===== src/rtl/hazard_ctrl_pkg.sv =====
// hazard_ctrl_pkg: shared sizes and FSM encoding for the venus hazard controller.
// Build option: VENUS_HAZARD_BYPASS_EN (same-cycle writeback bypass).
package hazard_ctrl_pkg;

  localparam int HZ_NREG        = 16;
  localparam int HZ_NAME_W      = 4;
  localparam int HZ_STALL_LIMIT = 15;
  localparam int HZ_CNT_W       = 16;

  typedef enum logic [1:0] {
    HZ_RUN   = 2'd0,
    HZ_STALL = 2'd1,
    HZ_FLUSH = 2'd2
  } hz_state_e;

endpackage


===== src/rtl/hazard_ctrl_if.sv =====
// hazard_ctrl_if: ID/EX hazard bundle between the pipeline and hazard_ctrl.
// master = pipeline side, slave = hazard_ctrl side.
interface hazard_ctrl_if
  import hazard_ctrl_pkg::*;
#(
  parameter int NAME_W = HZ_NAME_W,
  parameter int CNT_W  = HZ_CNT_W
);
  logic              id_v;
  logic [NAME_W-1:0] id_rd_name;
  logic [NAME_W-1:0] id_rs_name;
  logic              id_rd_use;
  logic              id_rs_use;
  logic              id_rd_reserve;
  logic              ex_wb;
  logic [NAME_W-1:0] ex_wb_rd_name;
  logic              ex_branch;
  logic              issue;
  logic              squash_id;
  logic              stall_idif;
  logic              stall_exid;
  logic              rd_busy;
  logic              rs_busy;
  logic [CNT_W-1:0]  stall_cycles;
  logic              deadlock;

  modport master (
    output id_v, id_rd_name, id_rs_name,
    output id_rd_use, id_rs_use, id_rd_reserve,
    output ex_wb, ex_wb_rd_name, ex_branch,
    input  issue, squash_id, stall_idif, stall_exid,
    input  rd_busy, rs_busy, stall_cycles, deadlock
  );

  modport slave (
    input  id_v, id_rd_name, id_rs_name,
    input  id_rd_use, id_rs_use, id_rd_reserve,
    input  ex_wb, ex_wb_rd_name, ex_branch,
    output issue, squash_id, stall_idif, stall_exid,
    output rd_busy, rs_busy, stall_cycles, deadlock
  );

endinterface


===== src/rtl/hazard_ctrl_busy_table.sv =====
// hazard_ctrl_busy_table: per-register write-in-flight bitmap, set wins over clear.
// VENUS_HAZARD_BYPASS_EN hides a bit on the cycle its writeback happens.
module hazard_ctrl_busy_table
  import hazard_ctrl_pkg::*;
#(
  parameter int NREG   = HZ_NREG,
  parameter int NAME_W = HZ_NAME_W
) (
  input  logic              clk,
  input  logic              rst,
  input  logic              i_set,
  input  logic [NAME_W-1:0] i_set_name,
  input  logic              i_clr,
  input  logic [NAME_W-1:0] i_clr_name,
  input  logic [NAME_W-1:0] i_rd_a_name,
  input  logic [NAME_W-1:0] i_rd_b_name,
  output logic              o_busy_a,
  output logic              o_busy_b
);

  logic [NREG-1:0] r_busy;
  logic [NREG-1:0] w_set_mask;
  logic [NREG-1:0] w_clr_mask;
  logic [NREG-1:0] w_eff;

  always_comb begin
    w_set_mask = '0;
    w_clr_mask = '0;
    w_set_mask[i_set_name] = i_set;
    w_clr_mask[i_clr_name] = i_clr;
  end

`ifdef VENUS_HAZARD_BYPASS_EN
  assign w_eff = r_busy & ~w_clr_mask;
`else
  assign w_eff = r_busy;
`endif

  always_ff @(posedge clk) begin
    if (!rst) begin
      r_busy <= '0;
    end else begin
      r_busy <= (r_busy & ~w_clr_mask) | w_set_mask;
    end
  end

  assign o_busy_a = w_eff[i_rd_a_name];
  assign o_busy_b = w_eff[i_rd_b_name];

endmodule


===== src/rtl/hazard_ctrl.sv =====
// hazard_ctrl: ID issue/stall/squash decision, stall counters and watchdog.
// Build option: VENUS_HAZARD_BYPASS_EN (handled inside the busy table).
module hazard_ctrl
  import hazard_ctrl_pkg::*;
#(
  parameter int NREG        = HZ_NREG,
  parameter int NAME_W      = HZ_NAME_W,
  parameter int STALL_LIMIT = HZ_STALL_LIMIT,
  parameter int CNT_W       = HZ_CNT_W
) (
  input  logic          clk,
  input  logic          rst,
  hazard_ctrl_if.slave  hz
);

  localparam int RUN_W = $clog2(STALL_LIMIT + 1);
  localparam logic [RUN_W-1:0] RUN_MAX  = RUN_W'(STALL_LIMIT);
  localparam logic [RUN_W-1:0] RUN_TRIP = RUN_W'(STALL_LIMIT - 1);

  hz_state_e        r_state;
  hz_state_e        w_state_nxt;
  logic [RUN_W-1:0] r_run;
  logic [CNT_W-1:0] r_stall_cnt;
  logic             r_deadlock;

  logic w_rd_busy;
  logic w_rs_busy;
  logic w_flush;
  logic w_hazard;
  logic w_issue;
  logic w_squash;
  logic w_stall_idif;

  hazard_ctrl_busy_table #(
    .NREG   (NREG),
    .NAME_W (NAME_W)
  ) u_busy (
    .clk         (clk),
    .rst         (rst),
    .i_set       (w_issue & hz.id_rd_reserve),
    .i_set_name  (hz.id_rd_name),
    .i_clr       (hz.ex_wb),
    .i_clr_name  (hz.ex_wb_rd_name),
    .i_rd_a_name (hz.id_rd_name),
    .i_rd_b_name (hz.id_rs_name),
    .o_busy_a    (w_rd_busy),
    .o_busy_b    (w_rs_busy)
  );

  assign w_flush  = (r_state == HZ_FLUSH);
  assign w_hazard = hz.id_v &
    (((hz.id_rd_use | hz.id_rd_reserve) & w_rd_busy) |
     (hz.id_rs_use & w_rs_busy));
  assign w_issue  = hz.id_v & ~w_hazard &
                    ~hz.ex_branch & ~w_flush;
  assign w_squash = hz.id_v & (hz.ex_branch | w_flush);
  assign w_stall_idif = w_hazard & ~w_squash;

  // A branch beats a hazard; a flush cycle always returns to RUN.
  always_comb begin
    w_state_nxt = HZ_RUN;
    if (hz.ex_branch) begin
      w_state_nxt = HZ_FLUSH;
    end else if (w_flush) begin
      w_state_nxt = HZ_RUN;
    end else if (w_hazard) begin
      w_state_nxt = HZ_STALL;
    end
  end

  always_ff @(posedge clk) begin
    if (!rst) begin
      r_state <= HZ_RUN;
    end else begin
      r_state <= w_state_nxt;
    end
  end

  always_ff @(posedge clk) begin
    if (!rst) begin
      r_run       <= '0;
      r_stall_cnt <= '0;
      r_deadlock  <= 1'b0;
    end else begin
      if (w_stall_idif) begin
        if (r_run != RUN_MAX) begin
          r_run <= r_run + 1'b1;
        end
        if (r_run == RUN_TRIP) begin
          r_deadlock <= 1'b1;
        end
      end else begin
        r_run <= '0;
      end
      if (w_stall_idif && (r_stall_cnt != '1)) begin
        r_stall_cnt <= r_stall_cnt + 1'b1;
      end
    end
  end

  // Outputs are held low for the whole reset cycle.
  assign hz.issue        = rst & w_issue;
  assign hz.squash_id    = rst & w_squash;
  assign hz.stall_idif   = rst & w_stall_idif;
  assign hz.stall_exid   = rst & (w_stall_idif | w_squash);
  assign hz.rd_busy      = rst & w_rd_busy;
  assign hz.rs_busy      = rst & w_rs_busy;
  assign hz.stall_cycles = rst ? r_stall_cnt : '0;
  assign hz.deadlock     = rst & r_deadlock;

endmodule

===== src/flat_wrapper.sv =====
// flat-port wrapper written by rule: the top's interface ports become plain ports
module hazard_ctrl_flat import hazard_ctrl_pkg::*;
#(
  parameter int NREG        = HZ_NREG,
  parameter int NAME_W      = HZ_NAME_W,
  parameter int STALL_LIMIT = HZ_STALL_LIMIT,
  parameter int CNT_W       = HZ_CNT_W
)
  (clk, rst, hz_id_v, hz_id_rd_name, hz_id_rs_name, hz_id_rd_use, hz_id_rs_use, hz_id_rd_reserve, hz_ex_wb, hz_ex_wb_rd_name, hz_ex_branch, hz_issue, hz_squash_id, hz_stall_idif, hz_stall_exid, hz_rd_busy, hz_rs_busy, hz_stall_cycles, hz_deadlock);
  hazard_ctrl_if #(.NAME_W(NAME_W), .CNT_W(CNT_W)) hz_i ();
  input  logic clk;
  input  logic rst;
  input wire logic [$bits(hz_i.id_v)-1:0] hz_id_v;
  input wire logic [$bits(hz_i.id_rd_name)-1:0] hz_id_rd_name;
  input wire logic [$bits(hz_i.id_rs_name)-1:0] hz_id_rs_name;
  input wire logic [$bits(hz_i.id_rd_use)-1:0] hz_id_rd_use;
  input wire logic [$bits(hz_i.id_rs_use)-1:0] hz_id_rs_use;
  input wire logic [$bits(hz_i.id_rd_reserve)-1:0] hz_id_rd_reserve;
  input wire logic [$bits(hz_i.ex_wb)-1:0] hz_ex_wb;
  input wire logic [$bits(hz_i.ex_wb_rd_name)-1:0] hz_ex_wb_rd_name;
  input wire logic [$bits(hz_i.ex_branch)-1:0] hz_ex_branch;
  output wire logic [$bits(hz_i.issue)-1:0] hz_issue;
  output wire logic [$bits(hz_i.squash_id)-1:0] hz_squash_id;
  output wire logic [$bits(hz_i.stall_idif)-1:0] hz_stall_idif;
  output wire logic [$bits(hz_i.stall_exid)-1:0] hz_stall_exid;
  output wire logic [$bits(hz_i.rd_busy)-1:0] hz_rd_busy;
  output wire logic [$bits(hz_i.rs_busy)-1:0] hz_rs_busy;
  output wire logic [$bits(hz_i.stall_cycles)-1:0] hz_stall_cycles;
  output wire logic [$bits(hz_i.deadlock)-1:0] hz_deadlock;
  assign hz_i.id_v = hz_id_v;
  assign hz_i.id_rd_name = hz_id_rd_name;
  assign hz_i.id_rs_name = hz_id_rs_name;
  assign hz_i.id_rd_use = hz_id_rd_use;
  assign hz_i.id_rs_use = hz_id_rs_use;
  assign hz_i.id_rd_reserve = hz_id_rd_reserve;
  assign hz_i.ex_wb = hz_ex_wb;
  assign hz_i.ex_wb_rd_name = hz_ex_wb_rd_name;
  assign hz_i.ex_branch = hz_ex_branch;
  assign hz_issue = hz_i.issue;
  assign hz_squash_id = hz_i.squash_id;
  assign hz_stall_idif = hz_i.stall_idif;
  assign hz_stall_exid = hz_i.stall_exid;
  assign hz_rd_busy = hz_i.rd_busy;
  assign hz_rs_busy = hz_i.rs_busy;
  assign hz_stall_cycles = hz_i.stall_cycles;
  assign hz_deadlock = hz_i.deadlock;
  hazard_ctrl #(.NREG(NREG), .NAME_W(NAME_W), .STALL_LIMIT(STALL_LIMIT), .CNT_W(CNT_W)) u_core (.clk(clk), .rst(rst), .hz(hz_i));
endmodule

===== config.mk =====
export PLATFORM = sky130hd
export DESIGN_NAME = hazard_ctrl_flat
export DESIGN_NICKNAME = d
export VERILOG_FILES = /design/src/rtl/hazard_ctrl_pkg.sv /design/src/rtl/hazard_ctrl_if.sv /design/src/rtl/hazard_ctrl_busy_table.sv /design/src/rtl/hazard_ctrl.sv /design/src/flat_wrapper.sv
export SDC_FILE = /design/constraint.sdc
export NUM_CORES = 1
export LEC_CHECK = 0
export CAP_MARGIN = 20
export CORE_MARGIN = 2
export CORE_UTILIZATION = 45
export CTS_CLUSTER_SIZE = 30
export DETAILED_ROUTE_END_ITERATION = 8
export PLACE_DENSITY = 0.7
export SYNTH_ARGS = -nofsm -noshare
export SYNTH_HDL_FRONTEND = slang
export SYNTH_SLANG_ARGS = --single-unit

===== constraint.sdc =====
create_clock -name clk -period 2.85 [get_ports clk]
set_input_delay 0.57 -clock clk [delete_from_list [all_inputs] [get_ports clk]]
set_output_delay 0.57 -clock clk [all_outputs]
set_load 0.02 [all_outputs]

==> results summary, run 1 <==
Across all layers, the routed design uses 2240 vias. Entering global routing, the biggest net connects 19 pins. The fraction of synthesized area in multiplexers came out at 0.137. The initial antenna violation count is 0. The flow ran to the end, and the final reports show no timing, DRC or antenna violations. The first detailed-routing pass took 5 iterations. The worst setup path is launched from a primary input. The via-per-instance ratio is 5.66.

The delay of the slowest cell on the worst path came out at 0.51 ns. The share of the synthesized area in the top cell type is 0.344. After layout, the worst setup slack is 0.0614 ns. The clock input transition at the sequential cells of the worst setup and hold paths came out at approximately 0.080 ns.

In this run the static leakage power is 1.22 nW. The layout overhead on the synthesized area is 39.2%. The part of the cycle the worst path needs is 0.978.

The kind of end point of the critical path is an output port. For the worst setup path, the data arrival time is 2.22 ns. The power per standard cell area is around 370 nW/um2. The placer's final routability congestion estimate came out at 0.968. The remaining max-slew budget at the tightest pin is 0.786. The simple-gate portion of the synthesized area is 0.255.

The hold buffer count at CTS came out at 0. The worst slack on hold paths came out at 0.487 ns. The layout has 417 filler cells. The share of the synthesized area in compound gates (AO/OA/AOI/OAI) came to 0.194. The final layout contains between 300 and 400 nets. The shortest clock period the worst path allows after layout came out at 2.79 ns. The H-tree depth reported by CTS came out at 2. The total setup violations reported at the end of the flow came out at 0. Summed over all layers, the global routing overflow is 0. TritonCTS built the clock tree. The instance count of the mapped netlist is 253. The number of failing hold endpoints at the final stage came to 0.

The reg-to-reg setup timing slack is 0.48 ns. Of all flip-flops after synthesis, the portion carrying an async set or reset was 0. Of the total synthesized cell area, the portion taken by full adders, half adders and majority gates is 0.0165.

The utilization of the core after routing came out at 0.660. The count of nets left with antenna violations once routing finished came out at 0. The library cell occupying the most area in the post-synthesis netlist is sky130_fd_sc_hd__dfxtp_1. In the layout the commonest cells are sky130_fd_sc_hd__dfxtp_1 (39), sky130_fd_sc_hd__buf_4 (35), sky130_fd_sc_hd__clkdlybuf4s50_1 (31). The mean area per synthesized cell is around 9.0 um2. The first-pass GRT wire length came out at 9710 um. The critical path is of the primary input to output port type.

The number of clock sinks is 39. The die is 75 um tall. The flip-flop and latch count after synthesis came out at 39.

The area share of xor/xnor cells in the synthesized design is 0.00772. The leading cell type in the layout, fill and taps excluded is sky130_fd_sc_hd__dfxtp_1. The remaining design rule violation count is 0. The tool flagged a number of max-cap violations equal to 0. The most used flip-flop cell after synthesis is sky130_fd_sc_hd__dfxtp_1. The number of standard-cell rows in the floorplan is 25. Setup repair after global routing left no endpoint under its margin. The half-perimeter wire length after placement came out at 4400 um. The count of inserted antenna diode cells is 0. Yosys attributes the largest share of cell area to sky130_fd_sc_hd__dfxtp_1 (34%), sky130_fd_sc_hd__mux2i_1 (5.3%), sky130_fd_sc_hd__and2_1 (4.4%). The cell that appears most often on the critical path is sky130_fd_sc_hd__buf_6. From left edge to right edge, the die measures 75 um. The core area came out at 4790 um2.

The signal on the critical path passes through buf_6 -> buf_12 -> mux2i_1 -> mux4_2 -> o22ai_4 -> nor3_4 -> or3_4 -> inv_2 -> buf_6. The tightest min-delay check is of the flip-flop to flip-flop type. The starting utilization of the core area is 0.474.

The share of the Yosys chip area taken by registers is 0.344. The first routing iteration left 127 violations. For this run, the number of Yosys warnings is 0. The I/O pin total is 43. The tree is rooted in a sky130_fd_sc_hd__clkbuf_8.

The floorplan die area is 5630 um2. The fraction of final layout cells with drive strength greater than 1 came out at 0.210. Counting flops with a built-in enable in the synthesized netlist gives 0. The count of unique library cells instantiated by Yosys is 50. Along the worst path, the maximum fanout reaches 5.

The cell area after synthesis came out at around 2300 um2. For the pin with the worst max-slew slack, the measured transition is approximately 0.32 ns. For this run, the total global-route usage over all layers was measured as 0.227. The number of global-route vias before repair came out at 2032. The maximum resistive drop on vdd is 0.263 mV. The achievable frequency is 359 MHz. The cell type of the slowest stage on the worst timing path is sky130_fd_sc_hd__mux4_2. The final layout contains routed wiring with a total length of between 5000 and 6000 um. Counting along the longest clock path gives a buffer depth of 2. The number of buffers added by the clock tree synthesis step came out at 5. The number of port buffers came out at between 40 and 50.

The clock reaches the later pin of the worst-skew pair after 0.31 ns. The total nets after synthesis is around 280. The number of max-slew violations in the final report came out at 0. Data on the critical path is required at its endpoint by 2.28 ns. By area, the combinational part of the netlist is dominated by simple AND/OR/NAND/NOR gates. The worst slack after detailed placement is -0.933 ns. The worst clock skew is 0.00731 ns.

Dividing the detail-routed wire length by the instance count gives 14.8 um.
-- synthesized netlist by cell type, drive strengths merged, types with 2 or more instances --
library cell	count
nand2	16
nor2b	2
o211ai	12
mux2i	12
clkbuf	6
nand4b	3
nand3b	3
a21oi	8
o31ai	7
nor2	19
dfxtp	39
mux4	3
and2	16
nand4	3
a211oi	2
ha	3
or4	5
nor3	8
o21ai	21
and4	5
mux2	11
nand3	8
or3	2
inv	8
buf	5
nand2b	6
o311ai	4
-- what timing repair did --
item / CTS / global route
endpoints found under the setup margin: 18 / 3
gates resized for setup: 38 / 1
endpoints found under the hold margin: 0 / 0
cloned: 1 / 0
setup buffers: 3 / 0
pin swaps: 4 / 1
-- critical path, delay by kind of cell --
kind / cells / cell delay (ns)
buffers and inverters: 4 / 0.42
and+or+nand+nor: 2 / 0.42
AOI/OAI and AO/OA: 1 / 0.20
muxes: 2 / 0.61
-- area by class of cell --
class,instances,area [um2],share of cell area
Clock buffer,5,68.8,0.0218
Multi-Input combinational cell,194,1410,0.445
Tap cell,67,83.8,0.0265
Inverter,9,33.8,0.0107
Timing Repair Buffer,79,738,0.234
Clock inverter,3,47.5,0.0151
Sequential cell,39,781,0.247
-- registers in the layout, indices dropped and copies added (netlist names) --
| signal | count |
|---|---|
| u_core.u_busy.r_busy | 16 |
| u_core.r_state | 2 |
| u_core.r_stall_cnt | 16 |
| u_core.r_deadlock | 1 |
| u_core.r_run | 4 |
-- report_power, final --
group	switching [mW]	internal [mW]	total (mW)
Clock	0.226	0.266	0.492
Combinational	0.0660	0.0731	0.139
Sequential	0.00204	0.547	0.549
Total	0.294	0.885	1.18
-- per-stage QoR --
step	cells	power [mW]	setup TNS [ns]	instance area, um2
after floorplan	253	0.618	-0.00370	2280
after global routing	396	1.22	0	3160
after detailed placement	384	0.694	-13.59	2980
after global placement	384	0.692	-11.56	2980
final	396	1.18	0	3160
after CTS	396	1.18	0	3150
-- metal layers --
layer | up-vias | track usage | share of wire
met5 | - | 0 | 0
met3 | 9 | 0.0402 | 0.060
met4 | 0 | 0.0833 | 0.015
met2 | 74 | 0.358 | 0.47
met1 | 1053 | 0.313 | 0.46
li1 | 1104 | - | -
-- final timing paths --
path / cells past startpoint / to / startpoint
setup / recovery: 9 / hz_stall_idif / hz_id_rd_name[1]
hold / removal: 2 / u_core.r_stall_cnt[15] / u_core.r_stall_cnt[15]
setup reg to reg: 9 / u_core.r_stall_cnt[15] / u_core.u_busy.r_busy[10]
hold reg to reg: 2 / u_core.r_stall_cnt[15] / u_core.r_stall_cnt[15]
-- kinds of logic after synthesis --
kind of cell | Yosys count
compound gates | 62
mux | 26
fa+ha+maj | 3
flops | 39
xor+xnor | 2
buf+inv | 20
simple gates | 101
No activity file was read; power rests on OpenSTA's default activity.
==> run 2: changes to the inputs <==
--- a/config.mk
+++ b/config.mk
@@ -5,6 +5,7 @@
 export SDC_FILE = /design/constraint.sdc
 export NUM_CORES = 1
 export LEC_CHECK = 0
+export ABC_CLOCK_PERIOD_IN_PS = 2850
 export CAP_MARGIN = 20
 export CORE_MARGIN = 2
 export CORE_UTILIZATION = 45
==> results of run 2 <==
The final DEF is identical to that of run 1; final timing and power are the same.
==> run 3: changes to the inputs <==
--- a/config.mk
+++ b/config.mk
@@ -12,6 +12,7 @@
 export CTS_CLUSTER_SIZE = 30
 export DETAILED_ROUTE_END_ITERATION = 8
 export PLACE_DENSITY = 0.7
+export SLEW_MARGIN = 20
 export SYNTH_ARGS = -nofsm -noshare
 export SYNTH_HDL_FRONTEND = slang
 export SYNTH_SLANG_ARGS = --single-unit
==> results of run 3 <==
The final DEF is identical to that of run 1; final timing and power are the same.
